==> src/rtl/fetch_unit.sv <==
`default_nettype none
// ============================================================================
// Module      : fetch_unit
// Description : Instruction-fetch stage: PC, IF/ID register, one outstanding
//               imem request with a single-entry response buffer.
//               Optional macro FETCH_PERF_CNT_EN adds stall/drop counters.
// Revision    : 1.0 - initial release
// ============================================================================
module fetch_unit #(
    parameter int              XLEN      = 32,
    parameter logic [XLEN-1:0] RESET_PC  = '0,
    parameter logic [31:0]     NOP_INSTR = 32'h0000_0013
) (
    input  logic            clk,
    input  logic            rst_n,
    input  logic            en_pc,
    input  logic            en_IF,
    input  logic            flush,
    input  logic            branchTaken,
    input  logic [XLEN-1:0] branchTarget,
    output logic            imemReq,
    output logic [XLEN-1:0] imemAddr,
    input  logic            imemReady,
    input  logic            imemValid,
    input  logic [31:0]     imemRdata,
    output logic            ifidValid,
    output logic [XLEN-1:0] ifidPc,
    output logic [31:0]     ifidInstr
`ifdef FETCH_PERF_CNT_EN
    ,
    output logic [31:0]     fetchStallCnt,
    output logic [31:0]     fetchDropCnt
`endif
);

    localparam logic [2:0] c_IDLE = 3'd0;
    localparam logic [2:0] c_REQ  = 3'd1;
    localparam logic [2:0] c_WAIT = 3'd2;
    localparam logic [2:0] c_HOLD = 3'd3;
    localparam logic [2:0] c_DROP = 3'd4;

    localparam logic [XLEN-1:0] c_ALIGN_MASK = {{(XLEN-2){1'b1}}, 2'b00};
    localparam logic [XLEN-1:0] c_PC_STEP    = XLEN'(4);

    logic [2:0]      r_state;
    logic [XLEN-1:0] r_pc;
    logic [XLEN-1:0] r_reqPc;
    logic [31:0]     r_bufInstr;
    logic            r_ifidValid;
    logic [XLEN-1:0] r_ifidPc;
    logic [31:0]     r_ifidInstr;

    logic [2:0]      w_stateNext;
    logic            w_accept;
    logic            w_ifidFree;
    logic            w_load;
    logic            w_toHold;
    logic [31:0]     w_loadInstr;

    // A redirect in REQ withdraws the request so no stale fetch is ever accepted.
    assign imemReq    = (r_state == c_REQ) && !branchTaken;
    assign imemAddr   = r_pc;
    assign w_accept   = imemReq && imemReady;
    assign w_ifidFree = en_IF && !flush;

    always_comb begin
        w_stateNext = r_state;
        w_load      = 1'b0;
        w_toHold    = 1'b0;
        w_loadInstr = r_bufInstr;
        case (r_state)
            c_IDLE: w_stateNext = c_REQ;
            c_REQ: begin
                if (w_accept) w_stateNext = c_WAIT;
            end
            c_WAIT: begin
                // A response arriving together with a redirect is killed on the spot.
                if (branchTaken) begin
                    w_stateNext = imemValid ? c_REQ : c_DROP;
                end else if (imemValid) begin
                    if (w_ifidFree) begin
                        w_load      = 1'b1;
                        w_loadInstr = imemRdata;
                        w_stateNext = c_REQ;
                    end else begin
                        w_toHold    = 1'b1;
                        w_stateNext = c_HOLD;
                    end
                end
            end
            c_HOLD: begin
                if (branchTaken) begin
                    w_stateNext = c_REQ;
                end else if (w_ifidFree) begin
                    w_load      = 1'b1;
                    w_stateNext = c_REQ;
                end
            end
            c_DROP: begin
                if (imemValid) w_stateNext = c_REQ;
            end
            default: w_stateNext = c_IDLE;
        endcase
    end

    always_ff @(posedge clk or negedge rst_n) begin
        if (!rst_n) begin
            r_state     <= c_IDLE;
            r_pc        <= RESET_PC;
            r_reqPc     <= '0;
            r_bufInstr  <= NOP_INSTR;
            r_ifidValid <= 1'b0;
            r_ifidPc    <= '0;
            r_ifidInstr <= NOP_INSTR;
        end else begin
            r_state <= w_stateNext;
            if (branchTaken) begin
                r_pc <= branchTarget & c_ALIGN_MASK;
            end else if (w_load && en_pc) begin
                r_pc <= r_pc + c_PC_STEP;
            end
            if (w_accept) r_reqPc <= r_pc;
            if (w_toHold) r_bufInstr <= imemRdata;
            // With en_IF open and nothing arriving, decode receives a bubble.
            if (flush) begin
                r_ifidValid <= 1'b0;
                r_ifidInstr <= NOP_INSTR;
            end else if (en_IF) begin
                if (w_load) begin
                    r_ifidValid <= 1'b1;
                    r_ifidPc    <= r_reqPc;
                    r_ifidInstr <= w_loadInstr;
                end else begin
                    r_ifidValid <= 1'b0;
                    r_ifidInstr <= NOP_INSTR;
                end
            end
        end
    end

    assign ifidValid = r_ifidValid;
    assign ifidPc    = r_ifidPc;
    assign ifidInstr = r_ifidInstr;

`ifdef FETCH_PERF_CNT_EN
    logic [31:0] r_stallCnt;
    logic [31:0] r_dropCnt;
    logic        w_stallEvt;
    logic        w_dropEvt;

    assign w_stallEvt = (r_state == c_HOLD) || ((r_state == c_REQ) && !en_pc);
    assign w_dropEvt  = ((r_state == c_DROP) && imemValid)
                     || ((r_state == c_HOLD) && branchTaken)
                     || ((r_state == c_WAIT) && imemValid && branchTaken);

    always_ff @(posedge clk or negedge rst_n) begin
        if (!rst_n) begin
            r_stallCnt <= '0;
            r_dropCnt  <= '0;
        end else begin
            if (w_stallEvt && (r_stallCnt != 32'hFFFF_FFFF)) r_stallCnt <= r_stallCnt + 32'd1;
            if (w_dropEvt && (r_dropCnt != 32'hFFFF_FFFF))   r_dropCnt  <= r_dropCnt + 32'd1;
        end
    end

    assign fetchStallCnt = r_stallCnt;
    assign fetchDropCnt  = r_dropCnt;
`endif

endmodule
`default_nettype wire

==> config.mk <==
export PLATFORM = sky130hd
export DESIGN_NAME = fetch_unit
export DESIGN_NICKNAME = d
export VERILOG_FILES = /design/src/rtl/fetch_unit.sv
export SDC_FILE = /design/constraint.sdc
export NUM_CORES = 1
export LEC_CHECK = 0
export ABC_CLOCK_PERIOD_IN_PS = 4700
export BUFFER_PORTS_ARGS = -buffer_cell sky130_fd_sc_hd__buf_2
export CAP_MARGIN = 20
export CORE_ASPECT_RATIO = 0.9
export CORE_MARGIN = 2
export CORE_UTILIZATION = 40
export DETAILED_ROUTE_END_ITERATION = 12
export GPL_TIMING_DRIVEN = 1
export PLACE_DENSITY = 0.65
export REMOVE_ABC_BUFFERS = 1
export SYNTH_ARGS = -nofsm -noshare
export SYNTH_HDL_FRONTEND = slang
export SYNTH_SLANG_ARGS = --single-unit
==> constraint.sdc <==
create_clock -name clk -period 4.7 [get_ports clk]
set_clock_uncertainty 0.1 [all_clocks]
set_input_delay 0.235 -clock clk [delete_from_list [all_inputs] [get_ports clk]]
set_output_delay 0.235 -clock clk [all_outputs]
set_load 0.01 [all_outputs]
After elaboration in Yosys (flattened, before gate mapping)
Index checks and enable logic that the tools add are counted.
{"block": "word_totals", "inputBits": 72, "register_bits": 164, "output_inout_bits": 98}
{"block": "op_classes", "mux": 30, "eq_ne": 8, "n_reduce_logical": 11, "bitwise": 1, "add_sub_neg": 1}
{"operator": "$mux 32", "count": 9}
{"operator": "$add 32x3->32 const B", "count": 1}
{"operator": "$mux 3", "count": 7}
{"operator": "$pmux 3 s5", "count": 1}
{"operator": "$mux 1", "count": 11}
{"operator": "$eq 3x2->1 const B", "count": 2}
{"operator": "$ne 3x3->1 const B", "count": 2}
{"operator": "$logic_and 1x1->1", "count": 4}
{"operator": "$ne 2x2->1 const B", "count": 2}
{"operator": "$reduce_and 4->1", "count": 1}
{"operator": "$reduce_bool 2->1", "count": 2}
{"operator": "$eq 3x1->1 const B", "count": 1}
{"operator": "$eq 3x3->1 const B", "count": 1}
{"operator": "$logic_not 3->1", "count": 1}
{"operator": "$reduce_and 3->1", "count": 1}
{"operator": "$logic_not 1->1", "count": 2}
{"operator": "$mux 2", "count": 1}
{"operator": "$pmux 1 s2", "count": 1}
{"operator": "$not 1->1", "count": 1}

Logic depth before layout (Yosys ltp)
{"block": "logic_depth", "depth_word": 9, "ltp_mapped": 8}

Worst setup path before layout
Ideal clock, no wire load.
{"block": "synth_timing", "kind": "reg2reg", "startpoint": "register r_pc[24] (netlist: imemAddr[24])", "endpoint": "register r_pc[31] (netlist: imemAddr[31])", "arrival_ps": 1960, "period_less_slack_ps": 2129, "setup_ps": 69, "path_slack_ps": 2571, "required_ps": 4531, "path_stages_with_launch": 6, "path_buffers": 0, "path_cell_list": "dfrtp_1 -> nand2_2 -> or3_1 -> or4_1 -> or4_1 -> nand3_1"}
{"block": "synth_between", "elab_chain_cells": 3}
{"item": "from (decl)", "line_no": "46", "rtl": "logic [XLEN-1:0] r_pc;"}
{"item": "from (signal assigned)", "line_no": "118", "rtl": "r_pc <= branchTarget & c_ALIGN_MASK;"}
{"item": "from (signal assigned)", "line_no": "120", "rtl": "r_pc <= r_pc + c_PC_STEP;"}
{"item": "$add 32x3->32", "line_no": "120"}
{"item": "$mux 32", "line_no": "119", "rtl": "end else if (w_load && en_pc) begin"}
{"item": "$mux 32", "line_no": "117", "rtl": "if (branchTaken) begin"}
No other way between the ends. The select of a mux whose other input is x is not followed.
A chain may end at the register's enable or synchronous reset.

Worst setup path after layout
{"block": "layout_timing", "startpoint": "register r_state[2]", "endpoint": "register r_bufInstr[9]"}
{"block": "layout_between", "elab_chain_cells": 2}
{"item": "from (decl)", "line_no": "45", "rtl": "logic [2:0] r_state;"}
{"item": "from (signal assigned)", "line_no": "108", "rtl": "r_state <= c_IDLE;"}
{"item": "from (signal assigned)", "line_no": "116", "rtl": "r_state <= w_stateNext;"}
{"item": "$eq 3x2->1", "line_no": "71", "rtl": "case (r_state)"}
{"item": "$mux 1", "line_no": "71"}
{"item": "to (signal assigned)", "line_no": "123", "rtl": "if (w_toHold) r_bufInstr <= imemRdata;"}
{"item": "to (decl)", "line_no": "48", "rtl": "logic [31:0] r_bufInstr;"}
No other way between the ends.

==> run summary <==
The flow ran to the end, and the final reports show no timing, DRC or antenna violations. The synthesized area per cell is 10.73 sq um. Measured against its own limit, the worst slew margin works out to 35.79%.

Clock tree synthesis found a total of 158 sinks. The final hold slack came out at 0.02567 ns. The die is 142.2 um wide. Setup repair after global routing left no endpoint under its margin. The total of buffers placed on input and output ports is 163. Among all flip-flop cells after synthesis, the most frequent one is sky130_fd_sc_hd__dfrtp_1. The cell taking the most area after synthesis is sky130_fd_sc_hd__dfrtp_1. The largest vdd supply drop is 0.0002952 V. The classification of the worst-slack hold path is primary input to flip-flop.

The Yosys step of the flow raised 0 warnings. The number of ports placed on the die boundary is 170. The final hold violation count came out at 0. By count the netlist is led by sky130_fd_sc_hd__nand2_1 (169), sky130_fd_sc_hd__dfrtp_1 (152), sky130_fd_sc_hd__o21ai_0 (59).

The die outline height came out at 128.4 um. The maximum clock insertion buffer count is 2. The overall power consumption came out at 3.892 mW. The worst setup path is of the flip-flop to flip-flop kind.

At the worst endpoint, the arrival time is 2.78 ns. The synthesized design contains 0 enable-type register cells. Along the worst hold path, the cell count comes to 3. Of all flip-flops after synthesis, the portion carrying an async set or reset was 100.0%. Detailed routing inserted a total of 5391 vias.

The initial core utilization is 40.86%. The startpoint identified for the worst register-to-register timing path is r_state[2]$_DFFE_PN0P_. The setup-violating endpoint count in the final report came out at 0. The critical path required time came out at 4.91 ns. Synthesis instantiated 43 different standard cells from the library. At the end of routability-driven placement, the weighted congestion stood at 0.7383. Sorting the synthesized cells by area gives the leading types as sky130_fd_sc_hd__dfrtp_1 (55%), sky130_fd_sc_hd__mux2_2 (9.5%), sky130_fd_sc_hd__nand2_1 (9.2%).

The post-route DRC violation count came out at 0. The global-route wire length before repair came out at 28.21 mm. The filler cell count came out at 1484. The number of H-tree branching levels came out at 4. TritonCTS built the clock tree. The clock latency on the worst-skew pair is 0.42 ns.

The number of standard-cell rows in the floorplan came out at 45. 0 antenna diodes ended up in the layout. The endpoint identified for the worst register-to-register timing path is r_bufInstr[9]$_DFFE_PN0P_.

The number of optimization iterations in the first detailed-route pass is 4. The number of cells traversed by the worst register-to-register path is 5. The number of antenna violations at the first check in global routing came out at 0. The kind of end point of the critical path is a flip-flop. The placeable core region came out at 16830 sq um. The highest clock frequency the design can meet is 389.3 MHz. The detail route stage leaves a number of antenna-violating nets equal to 0. The layout-stage area growth over the synthesis result is 32.16%. The shortest clock period the worst path allows after layout is 2.569 ns.

The number of buffers created by CTS is 17. The synthesized instance count is 641. The global router's overall resource usage is 19.68%. In this run the most critical hold path is launched from branchTarget[29].

The layout cell share with drive strength beyond 1 is 31.49%. Entering global routing, the biggest net connects 89 pins. The actual slew at the worst max-slew pin is 0.9631 ns. Global routing finished with a remaining overflow of 0. The met3 routed wirelength is 977 um. In this run the biggest area consumer among cell types represents 55.29% of the synthesized area. The largest fanout on the critical path is 22. The share of the cycle needed by the critical path after routing came out at 54.65%.

The detailed router's first-iteration violation count came out at 342. The most common cell in the synthesized netlist is sky130_fd_sc_hd__nand2_1. Routed signal wires occupy layers up through met4. The power per cell area came out at 428.1 nW/um^2. The placed wire-length estimate came out at 11.03 mm. The cell leakage power is 4.331 nW. The die area came out at 18260 sq um. The total routed wirelength came out at 17.30 mm.

The wire length per cell after detailed routing came out at 16.01 um. The register bit count reported by yosys came out at 158. In the final routing, the length of wire on met1 measures 8.270 mm. The clock-pin transition on the worst setup and hold timing paths is 0.06 ns.

The mapped cell area came out at 6879 sq um. Summed over all nets, wire length on met2 after detailed routing comes to 7.997 mm. The number of pins exceeding their max-slew limit in the final report came to 0. The post-cts resize count came out at 0. The final net count is 930. The register area share after synthesis came out at 57.58%. The number of global-route vias before repair came out at 5354. The routed via count divided by cell count is 4.987. The worst hold endpoint is imemAddr[29]$_DFFE_PN0P_. Clock tree synthesis selected as its root buffer the cell sky130_fd_sc_hd__clkbuf_16. The count of max-cap constraint violations came out at 0. The worst reg-to-reg setup slack came out at 2.13 ns. The nature of the critical path startpoint is a flip-flop.
area by class of cell:
class / count / area (sq um) / area share [%]
Clock buffer: 23 / 488.0 / 5.367
Clock inverter: 9 / 83.83 / 0.9221
Inverter: 7 / 26.28 / 0.2890
Multi-Input combinational cell: 438 / 2738 / 30.11
Sequential cell: 158 / 3961 / 43.57
Tap cell: 211 / 264.0 / 2.904
Timing Repair Buffer: 235 / 1530 / 16.83
logic make-up after synthesis:
group,synth area share (%)
simple gates,15.93
fa+ha+maj,0.1819
flops,57.58
mux,14.46
buf+inv,3.074
xor+xnor,3.183
other cells,0.05451
compound gates,5.529
worst max-delay path, cell delays in order (launching register included):
cell and delay [ns]:
sky130_fd_sc_hd__dfrtp_1 0.48, sky130_fd_sc_hd__nor2_1 0.16, sky130_fd_sc_hd__nand2_1 0.09, sky130_fd_sc_hd__or4b_1 0.96
sky130_fd_sc_hd__buf_4 0.38, sky130_fd_sc_hd__mux2_2 0.28
power by group:
group | leakage [nW] | internal [mW] | switching, mW | total [mW]
sequential | 2.02 | 1.66 | 0.174 | 1.84
clock | 0.272 | 0.784 | 0.550 | 1.33
combinational | 2.04 | 0.370 | 0.349 | 0.720
worst max path at each step:
| stage | start | to | slack [ns] | depth (start not counted) |
|---|---|---|---|---|
| 6_report | r_state[2]$_DFFE_PN0P_ | r_bufInstr[9]$_DFFE_PN0P_ | 2.13 | 5 |
| 5_1_grt | imemAddr[10]$_DFFE_PN0P_ | imemAddr[29]$_DFFE_PN0P_ | 1.98 | 5 |
| 4_1_cts | r_state[2]$_DFFE_PN0P_ | r_bufInstr[9]$_DFFE_PN0P_ | 2.10 | 5 |
| 3_5_place_dp | r_state[2]$_DFFE_PN0P_ | r_bufInstr[9]$_DFFE_PN0P_ | 2.12 | 5 |
| 3_3_place_gp | en_IF | r_bufInstr[9]$_DFFE_PN0P_ | 2.13 | 5 |
| 2_1_floorplan | r_state[1]$_DFFE_PN0P_ | ifidInstr[10]$_DFFE_PN0P_ | -0.97 | 3 |
per-stage QoR:
step / setup slack, ns / utilization, % / cells / setup TNS (ns) / instance area (sq um)
floorplan: -0.9670 / - / 603 / -30.87 / 6705
global placement: 2.126 / 46.80 / 986 / 0 / 7879
detailed placement: 2.115 / 46.80 / 986 / 0 / 7879
CTS: 2.101 / 53.88 / 1080 / 0 / 9071
global route: 1.983 / 54.00 / 1081 / 0 / 9091
finish: 2.131 / 54.00 / 1081 / 0 / 9091
state kept, by name, summed over array words and instances, names as in the netlist:
signal,count
r_state,3
imemAddr,30
ifidPc,30
ifidValid,1
r_bufInstr,32
ifidInstr,32
r_reqPc,30
routing by layer:
metal | track usage (%) | vias to the layer above
met2 | 30.61 | 167
met4 | 5.059 | 0
met5 | 0 | -
met1 | 27.80 | 2606
met3 | 4.950 | 8
li1 | - | 2610
layout by cell type (no fill, tap or decap), types with 10 or more instances in the layout:
master                          synthesis  final
sky130_fd_sc_hd__nand2_1              169    168
sky130_fd_sc_hd__buf_2                  4    162
sky130_fd_sc_hd__nand3_1               10     10
sky130_fd_sc_hd__o21ai_0               59     59
sky130_fd_sc_hd__mux2i_1               33     33
sky130_fd_sc_hd__clkbuf_16              0     17
sky130_fd_sc_hd__dlygate4sd3_1          0     62
sky130_fd_sc_hd__mux2_2                58     58
sky130_fd_sc_hd__dfrtp_1              152    152
sky130_fd_sc_hd__nand4_1               10     10
sky130_fd_sc_hd__nor4_1                14     14
sky130_fd_sc_hd__xnor2_1               17     17
what timing repair did:
item	CTS	global route
hold endpoints to repair	143	0
buffers inserted	0	0
hold buffers	62	0
setup endpoints to repair	0	0
(Power assumes the default switching activity.)
